### config.mk
export PLATFORM = sky130hd
export DESIGN_NAME = dma_priority_arb_flat
export DESIGN_NICKNAME = d
export VERILOG_FILES = /design/src/rtl/dma_priority_arb_if.sv /design/src/rtl/dma_priority_arb.sv /design/src/flat_wrapper.sv
export SDC_FILE = /design/constraint.sdc
export NUM_CORES = 1
export LEC_CHECK = 0
export ABC_AREA = 1
export CAP_MARGIN = 10
export CORE_MARGIN = 2
export CORE_UTILIZATION = 27
export DETAILED_ROUTE_END_ITERATION = 7
export GPL_TIMING_DRIVEN = 1
export PLACE_DENSITY = 0.71
export SLEW_MARGIN = 10
export SYNTH_ARGS = -nofsm -noshare
export SYNTH_HDL_FRONTEND = slang
export SYNTH_SLANG_ARGS = --single-unit
### constraint.sdc
create_clock -name CLK -period 0.86 [get_ports CLK]
set_input_delay 0.086 -clock CLK [delete_from_list [all_inputs] [get_ports CLK]]
set_output_delay 0.086 -clock CLK [all_outputs]
set_load 0.01 [all_outputs]
### src/rtl/dma_priority_arb_if.sv
// Request/grant bundle between the DMA priority arbiter and its surroundings.
// The slave modport is the arbiter's view. The master modport is the view of
// whatever drives the requests and the CPU hold handshake.
interface dma_priority_arb_if #(
    parameter int NUM_CH = 4,
    parameter int CH_W   = 2
);
    logic [NUM_CH-1:0] DREQ;
    logic [NUM_CH-1:0] sw_req;
    logic [NUM_CH-1:0] mask;
    logic              ctrl_disable;
    logic              rotate_en;
    logic              dreq_sense_low;
    logic              dack_sense_high;
    logic              HLDA;
    logic              svc_done;
    logic              HRQ;
    logic [NUM_CH-1:0] DACK;
    logic              grant_valid;
    logic [CH_W-1:0]   grant_ch;
    logic [NUM_CH-1:0] req_pending;

    modport slave (
        input  DREQ, sw_req, mask, ctrl_disable, rotate_en,
               dreq_sense_low, dack_sense_high, HLDA, svc_done,
        output HRQ, DACK, grant_valid, grant_ch, req_pending
    );

    modport master (
        output DREQ, sw_req, mask, ctrl_disable, rotate_en,
               dreq_sense_low, dack_sense_high, HLDA, svc_done,
        input  HRQ, DACK, grant_valid, grant_ch, req_pending
    );
endinterface

### src/rtl/dma_priority_arb.sv
// DMA channel request/priority arbiter (8237A style).
// - Registers the effective request vector, which is hardware DREQ after the
//   polarity and mask are applied, OR'd with the software requests.
// - Picks a winner, runs the HRQ/HLDA hold handshake, and holds DACK and
//   grant_ch until the timing/control stage pulses svc_done.
// Optional feature: define DMA_ROTATE_PRIORITY_EN to build rotating priority.
// When it is undefined, the priority pointer is constant 0 and rotate_en is
// ignored, so the arbiter uses fixed priority with channel 0 highest.
module dma_priority_arb #(
    parameter int NUM_CH = 4,
    parameter int CH_W   = 2
) (
    input logic               CLK,
    input logic               RESET,
    dma_priority_arb_if.slave bus
);

    typedef enum logic [1:0] {IDLE, REQ, SERVE} state_t;

    state_t            state_reg, state_next;
    logic [NUM_CH-1:0] eff_req_reg, eff_req_next;
    logic [CH_W-1:0]   ch_q_reg, ch_q_next;
    logic [CH_W-1:0]   ptr;
    logic [CH_W-1:0]   winner;
    logic [NUM_CH-1:0] dack_act;

    // Effective request: DREQ is normalised to active-high, masked, then merged with sw_req.
    always_comb begin
        eff_req_next = ((bus.DREQ ^ {NUM_CH{bus.dreq_sense_low}}) & ~bus.mask) | bus.sw_req;
    end

`ifdef DMA_ROTATE_PRIORITY_EN
    logic [CH_W-1:0] ptr_reg, ptr_next;
    logic            svc_commit;

    assign svc_commit = (state_reg == SERVE) && bus.svc_done;

    // After a completed service the channel following the served one becomes highest priority.
    always_comb begin
        ptr_next = ptr_reg;
        if (svc_commit && bus.rotate_en) begin
            ptr_next = (ch_q_reg == CH_W'(NUM_CH - 1)) ? '0 : ch_q_reg + 1'b1;
        end
    end

    // Priority pointer register. An abort (HLDA lost) leaves it untouched.
    always_ff @(posedge CLK) begin
        if (RESET) begin
            ptr_reg <= '0;
        end else begin
            ptr_reg <= ptr_next;
        end
    end

    assign ptr = ptr_reg;
`else
    logic unused_rotate_en;

    assign unused_rotate_en = bus.rotate_en;
    assign ptr              = '0;
`endif

    // Winner: the first set request scanning ptr, ptr+1, ... (mod NUM_CH).
    // The scan runs in reverse order so the closest channel to ptr is assigned last and wins.
    always_comb begin
        winner = ptr;
        for (int i = NUM_CH - 1; i >= 0; i--) begin
            if (eff_req_reg[CH_W'((int'(ptr) + i) % NUM_CH)]) begin
                winner = CH_W'((int'(ptr) + i) % NUM_CH);
            end
        end
    end

    // Next state. In REQ the winner stays frozen. A dropped request cancels
    // before HLDA is considered, so DACK never goes to a channel that is no
    // longer asking. svc_done takes precedence over losing HLDA.
    always_comb begin
        state_next = state_reg;
        ch_q_next  = ch_q_reg;
        case (state_reg)
            IDLE: begin
                if (!bus.ctrl_disable && (|eff_req_reg)) begin
                    ch_q_next  = winner;
                    state_next = REQ;
                end
            end
            REQ: begin
                if (!eff_req_reg[ch_q_reg]) begin
                    state_next = IDLE;
                end else if (bus.HLDA) begin
                    state_next = SERVE;
                end
            end
            SERVE: begin
                if (bus.svc_done) begin
                    state_next = IDLE;
                end else if (!bus.HLDA) begin
                    state_next = IDLE;
                end
            end
            default: state_next = IDLE;
        endcase
    end

    // State, latched channel and request pipeline registers.
    always_ff @(posedge CLK) begin
        if (RESET) begin
            state_reg   <= IDLE;
            ch_q_reg    <= '0;
            eff_req_reg <= '0;
        end else begin
            state_reg   <= state_next;
            ch_q_reg    <= ch_q_next;
            eff_req_reg <= eff_req_next;
        end
    end

    // One-hot active DACK for the granted channel while serving.
    genvar gi;
    generate
        for (gi = 0; gi < NUM_CH; gi++) begin : g_dack
            assign dack_act[gi] = (state_reg == SERVE) && (ch_q_reg == CH_W'(gi));
        end
    endgenerate

    assign bus.DACK        = bus.dack_sense_high ? dack_act : ~dack_act;
    assign bus.HRQ         = (state_reg != IDLE);
    assign bus.grant_valid = (state_reg == SERVE);
    assign bus.grant_ch    = (state_reg == SERVE) ? ch_q_reg : '0;
    assign bus.req_pending = eff_req_reg;

endmodule
### src/flat_wrapper.sv
// flat-port wrapper written by rule: the top's interface ports become plain ports
module dma_priority_arb_flat 
#(
    parameter int NUM_CH = 4,
    parameter int CH_W   = 2
)
  (CLK, RESET, bus_DREQ, bus_sw_req, bus_mask, bus_ctrl_disable, bus_rotate_en, bus_dreq_sense_low, bus_dack_sense_high, bus_HLDA, bus_svc_done, bus_HRQ, bus_DACK, bus_grant_valid, bus_grant_ch, bus_req_pending);
  dma_priority_arb_if #(.NUM_CH(NUM_CH), .CH_W(CH_W)) bus_i ();
  input logic CLK;
  input logic RESET;
  input wire logic [$bits(bus_i.DREQ)-1:0] bus_DREQ;
  input wire logic [$bits(bus_i.sw_req)-1:0] bus_sw_req;
  input wire logic [$bits(bus_i.mask)-1:0] bus_mask;
  input wire logic [$bits(bus_i.ctrl_disable)-1:0] bus_ctrl_disable;
  input wire logic [$bits(bus_i.rotate_en)-1:0] bus_rotate_en;
  input wire logic [$bits(bus_i.dreq_sense_low)-1:0] bus_dreq_sense_low;
  input wire logic [$bits(bus_i.dack_sense_high)-1:0] bus_dack_sense_high;
  input wire logic [$bits(bus_i.HLDA)-1:0] bus_HLDA;
  input wire logic [$bits(bus_i.svc_done)-1:0] bus_svc_done;
  output wire logic [$bits(bus_i.HRQ)-1:0] bus_HRQ;
  output wire logic [$bits(bus_i.DACK)-1:0] bus_DACK;
  output wire logic [$bits(bus_i.grant_valid)-1:0] bus_grant_valid;
  output wire logic [$bits(bus_i.grant_ch)-1:0] bus_grant_ch;
  output wire logic [$bits(bus_i.req_pending)-1:0] bus_req_pending;
  assign bus_i.DREQ = bus_DREQ;
  assign bus_i.sw_req = bus_sw_req;
  assign bus_i.mask = bus_mask;
  assign bus_i.ctrl_disable = bus_ctrl_disable;
  assign bus_i.rotate_en = bus_rotate_en;
  assign bus_i.dreq_sense_low = bus_dreq_sense_low;
  assign bus_i.dack_sense_high = bus_dack_sense_high;
  assign bus_i.HLDA = bus_HLDA;
  assign bus_i.svc_done = bus_svc_done;
  assign bus_HRQ = bus_i.HRQ;
  assign bus_DACK = bus_i.DACK;
  assign bus_grant_valid = bus_i.grant_valid;
  assign bus_grant_ch = bus_i.grant_ch;
  assign bus_req_pending = bus_i.req_pending;
  dma_priority_arb #(.NUM_CH(NUM_CH), .CH_W(CH_W)) u_core (.CLK(CLK), .RESET(RESET), .bus(bus_i));
endmodule
==> flow_metrics.py, run 1 <==
metrics = {
    "status": {
        "status": "finished with violations",
        "violations": "negative setup slack",
    },
    "sta": {
        "timing.final.ws_setup_ns": -0.2880,
        "max_freq_mhz": 871.0,
        "slew_violations": 0,
        "rsz0062_at_grt": "yes",
        "period_needed_ns": 1.148,
        "min_period_over_period": 1.335,
        "fin_skew_ns": 0.001942,
        "hold_slack_ns": 0.3102,
        "setup_viol_count_final": 8,
        "timing.final.hold_violations": 0,
        "tns_ns": -1.457,
    },
    "routing": {
        "ant_nets": 0,
        "wl_per_cell_um": 9.475,
        "wirelength_mm": 1.118,
        "vias": 533,
        "first_iter_violations": 0,
        "routed.top_layer": "met4",
        "dr_wl_met3_um": 112,
        "drtPass1Iterations": 1,
        "drc": 0,
        "wl_met2_um": 614,
        "met1_length_um": 387,
        "vias_per_cell": 4.517,
    },
    "clocking": {
        "clockRootBuffer": "clkbuf_4",
        "cts_tree": "yes",
        "clock_sink_count": 7,
        "clk_pin_slew_ns": 0.05,
        "cts-buffers-inserted": 3,
        "cts_buffer_depth": 2,
        "ctsHoldBuffers": 0,
        "htree_levels": 1,
        "clkLatencyLatePin_ns": 0.24,
    },
    "place": {
        "place_area_um2": 780.7,
        "gp_congestion": 0.6907,
        "io_buffers": 29,
        "dp.cells": 113,
        "hpwlAfterDp_um": 941.6,
    },
    "critical_path": {
        "crit_type": "reg -> out",
        "crit_slowest_cell": "dfxtp_2",
        "crit_arrival_ns": 1.06,
        "cp_num_cells": 5,
        "r2r-end": "u_core.ch_q_reg[0]",
        "critical-path-max-stage-delay_ns": 0.33,
        "end_kind": "primary output",
        "cp_num_buf_inv": 2,
        "critPathRequiredTime_ns": 0.77,
        "path_cells": "inv_2 > nor2_4 > nand2_2 > xor2_2 > buf_2",
        "cp_top_family": "flip-flops",
        "crit_path_start": "u_core.state_reg[1]",
        "endpoint": "bus_DACK[1]",
        "regToRegSetupSlack_ns": -0.12,
        "r2r-start": "u_core.state_reg[0]",
        "start_kind": "flip-flop",
        "critPathMaxFanout": 3,
        "reg2reg_depth": 7,
    },
    "global_routing": {
        "grt_max_degree": 9,
        "grt_antenna_before_repair": 0,
        "first_global_vias": 510,
        "grt_pass1_wl_mm": 1.780,
        "grt_overflow": 0,
        "grt_usage": 0.1263,
    },
    "power": {
        "leakage_nw": 0.4270,
        "vdd_ir_drop_max_uv": 847.7,
        "power_density_nw_per_um2": 1170,
    },
    "synth": {
        "ys_ff_latch": 7,
        "yosys.area.top_type": "dfxtp_1",
        "yosysTopAreaCellShare": 0.3544,
        "synth_xor_area_frac": 0.04430,
        "ys_types": 13,
        "yosysSeqAreaShare": 0.3544,
        "avgSynthCellArea_um2": 6.377,
        "synthMuxAreaShare": 0,
        "synth_top_family_by_area": "simple AND/OR/NAND/NOR gates",
        "syn_area_um2": 395.4,
        "ys_warn_count": 0,
        "yosys.area_share.adder": 0,
        "synth_cells": 62,
        "synth-simple-area-share": 0.2342,
        "synth_compound_area_frac": 0.1772,
        "syn-num-nets": 82,
        "synthTopCellsByArea": "dfxtp_1 (35%), inv_1 (14%), a21oi_1 (11%)",
    },
    "layout": {
        "fill_cells": 136,
        "antennaDiodeCount": 0,
        "regArea_um2": 143.9,
        "nets": 124,
        "design_area_um2": 838.3,
        "layout.cells.non_filler": 118,
        "multiInputGateArea_um2": 250.2,
        "drive_gt1_frac": 0.4078,
        "syn2layout_area_growth_pct": 112.0,
        "largest_reg_flops": 4,
    },
    "die": {
        "row_count": 13,
        "dieArea_um2": 1786,
        "die_w_um": 42.27,
        "start_util": 0.2964,
        "fp.coreArea_um2": 1334,
        "io_pins": 32,
        "dieHeight_um": 42.27,
    },
    "flow_run": {
        "cap_violations": 0,
    },
    "min_path": {
        "worstHoldPathCells": 4,
        "hp-class": "in -> reg",
    },
}
==> worst reg2reg max path, cell delays in order (launching register included) <==
cell     delay, ns
dfxtp_2       0.33
buf_6         0.12
nor2_4        0.11
buf_6         0.11
nand3_4       0.08
nand2_2       0.06
inv_1         0.03
nor2_1        0.08
==> power breakdown <==
group / total [W] / leakage, nW / switching (W) / internal [W]
clock network: 0.000286 / 0.0150 / 0.000110 / 0.000176
logic: 0.000328 / 0.353 / 0.000140 / 0.000188
registers: 0.000367 / 0.0593 / 0.0000160 / 0.000351
==> metrics by stage <==
step / setup WS, ns / util / total power [W]
after CTS: -0.3029 / 0.6116 / 0.0009784
final: -0.2880 / 0.6285 / 0.0009808
after global routing: -0.3438 / 0.6285 / 0.001040
after global placement: -0.5730 / 0.5854 / 0.0006708
after floorplan: -0.03440 / - / 0.0004760
after detailed placement: -0.5939 / 0.5854 / 0.0006806
==> synthesized netlist by cell type <==
cell type  count
inv_1         15
nand2_1       10
a21oi_1        9
dfxtp_1        7
nor2_1         5
o21ai_0        5
buf_4          2
nand3_1        2
nor2_2         2
xor2_1         2
conb_1         1
nand3b_1       1
nand4_1        1
==> worst min-delay path by stage <==
stage,slack [ns],endpoint,from
after floorplan,0.16,u_core.bus.req_pending[0],RESET
after detailed placement,0.64,u_core.bus.req_pending[2],bus_sw_req[2]
after global routing,0.35,u_core.bus.req_pending[0],bus_dreq_sense_low
after global placement,0.63,u_core.ch_q_reg[0],u_core.bus.req_pending[2]
after CTS,0.38,u_core.bus.req_pending[2],bus_sw_req[2]
final,0.31,u_core.bus.req_pending[3],bus_dreq_sense_low
==> metal layers <==
layer | track usage | vias to the layer above
li1 | - | 267
met1 | 0.1091 | 236
met2 | 0.2615 | 28
met3 | 0.03017 | 2
met4 | 0.05625 | 0
met5 | 0 | -
==> cells in the final DEF (no fill, tap or decap), drive strengths merged <==
master / netlist / final
buf: 2 / 19
dlymetal6s2s: 0 / 1
nand4: 1 / 1
clkdlybuf4s15: 0 / 1
dfxtp: 7 / 7
nand3b: 1 / 1
nand2: 10 / 10
clkbuf: 0 / 4
o21ai: 5 / 5
clkdlybuf4s50: 0 / 16
nor2: 7 / 7
a21oi: 9 / 9
xor2: 2 / 2
inv: 15 / 15
nand3: 2 / 2
dlygate4sd2: 0 / 2
conb: 1 / 1
==> timing repair <==
action                                 4_1_cts  5_1_grt
endpoints found under the hold margin        0        0
gates resized for setup                     55        9
setup buffers                                2        1
setup endpoints to repair                   14       11
pin swaps                                    5        4
==> cell type report <==
cell class              instances  area share
well taps                      15     0.02239
inverters                      15     0.06716
clock buffers                   4     0.03134
flip-flops and latches          7      0.1716
multi-input cells              38      0.2985
repair buffers                 39      0.4090
==> logic make-up after synthesis <==
group,Yosys count
AO/OA/AOI/OAI,14
AND/OR/NAND/NOR,21
other,1
XOR/XNOR,2
flip-flops,7
buffers and inverters,17
Power figures use the tool's default switching activity.
==> run 2, diff against run 1 <==
Settings changed: CTS_CLUSTER_SIZE from default to 20.
==> results of run 2 <==
The final DEF is identical to that of run 1; final timing and power are the same.
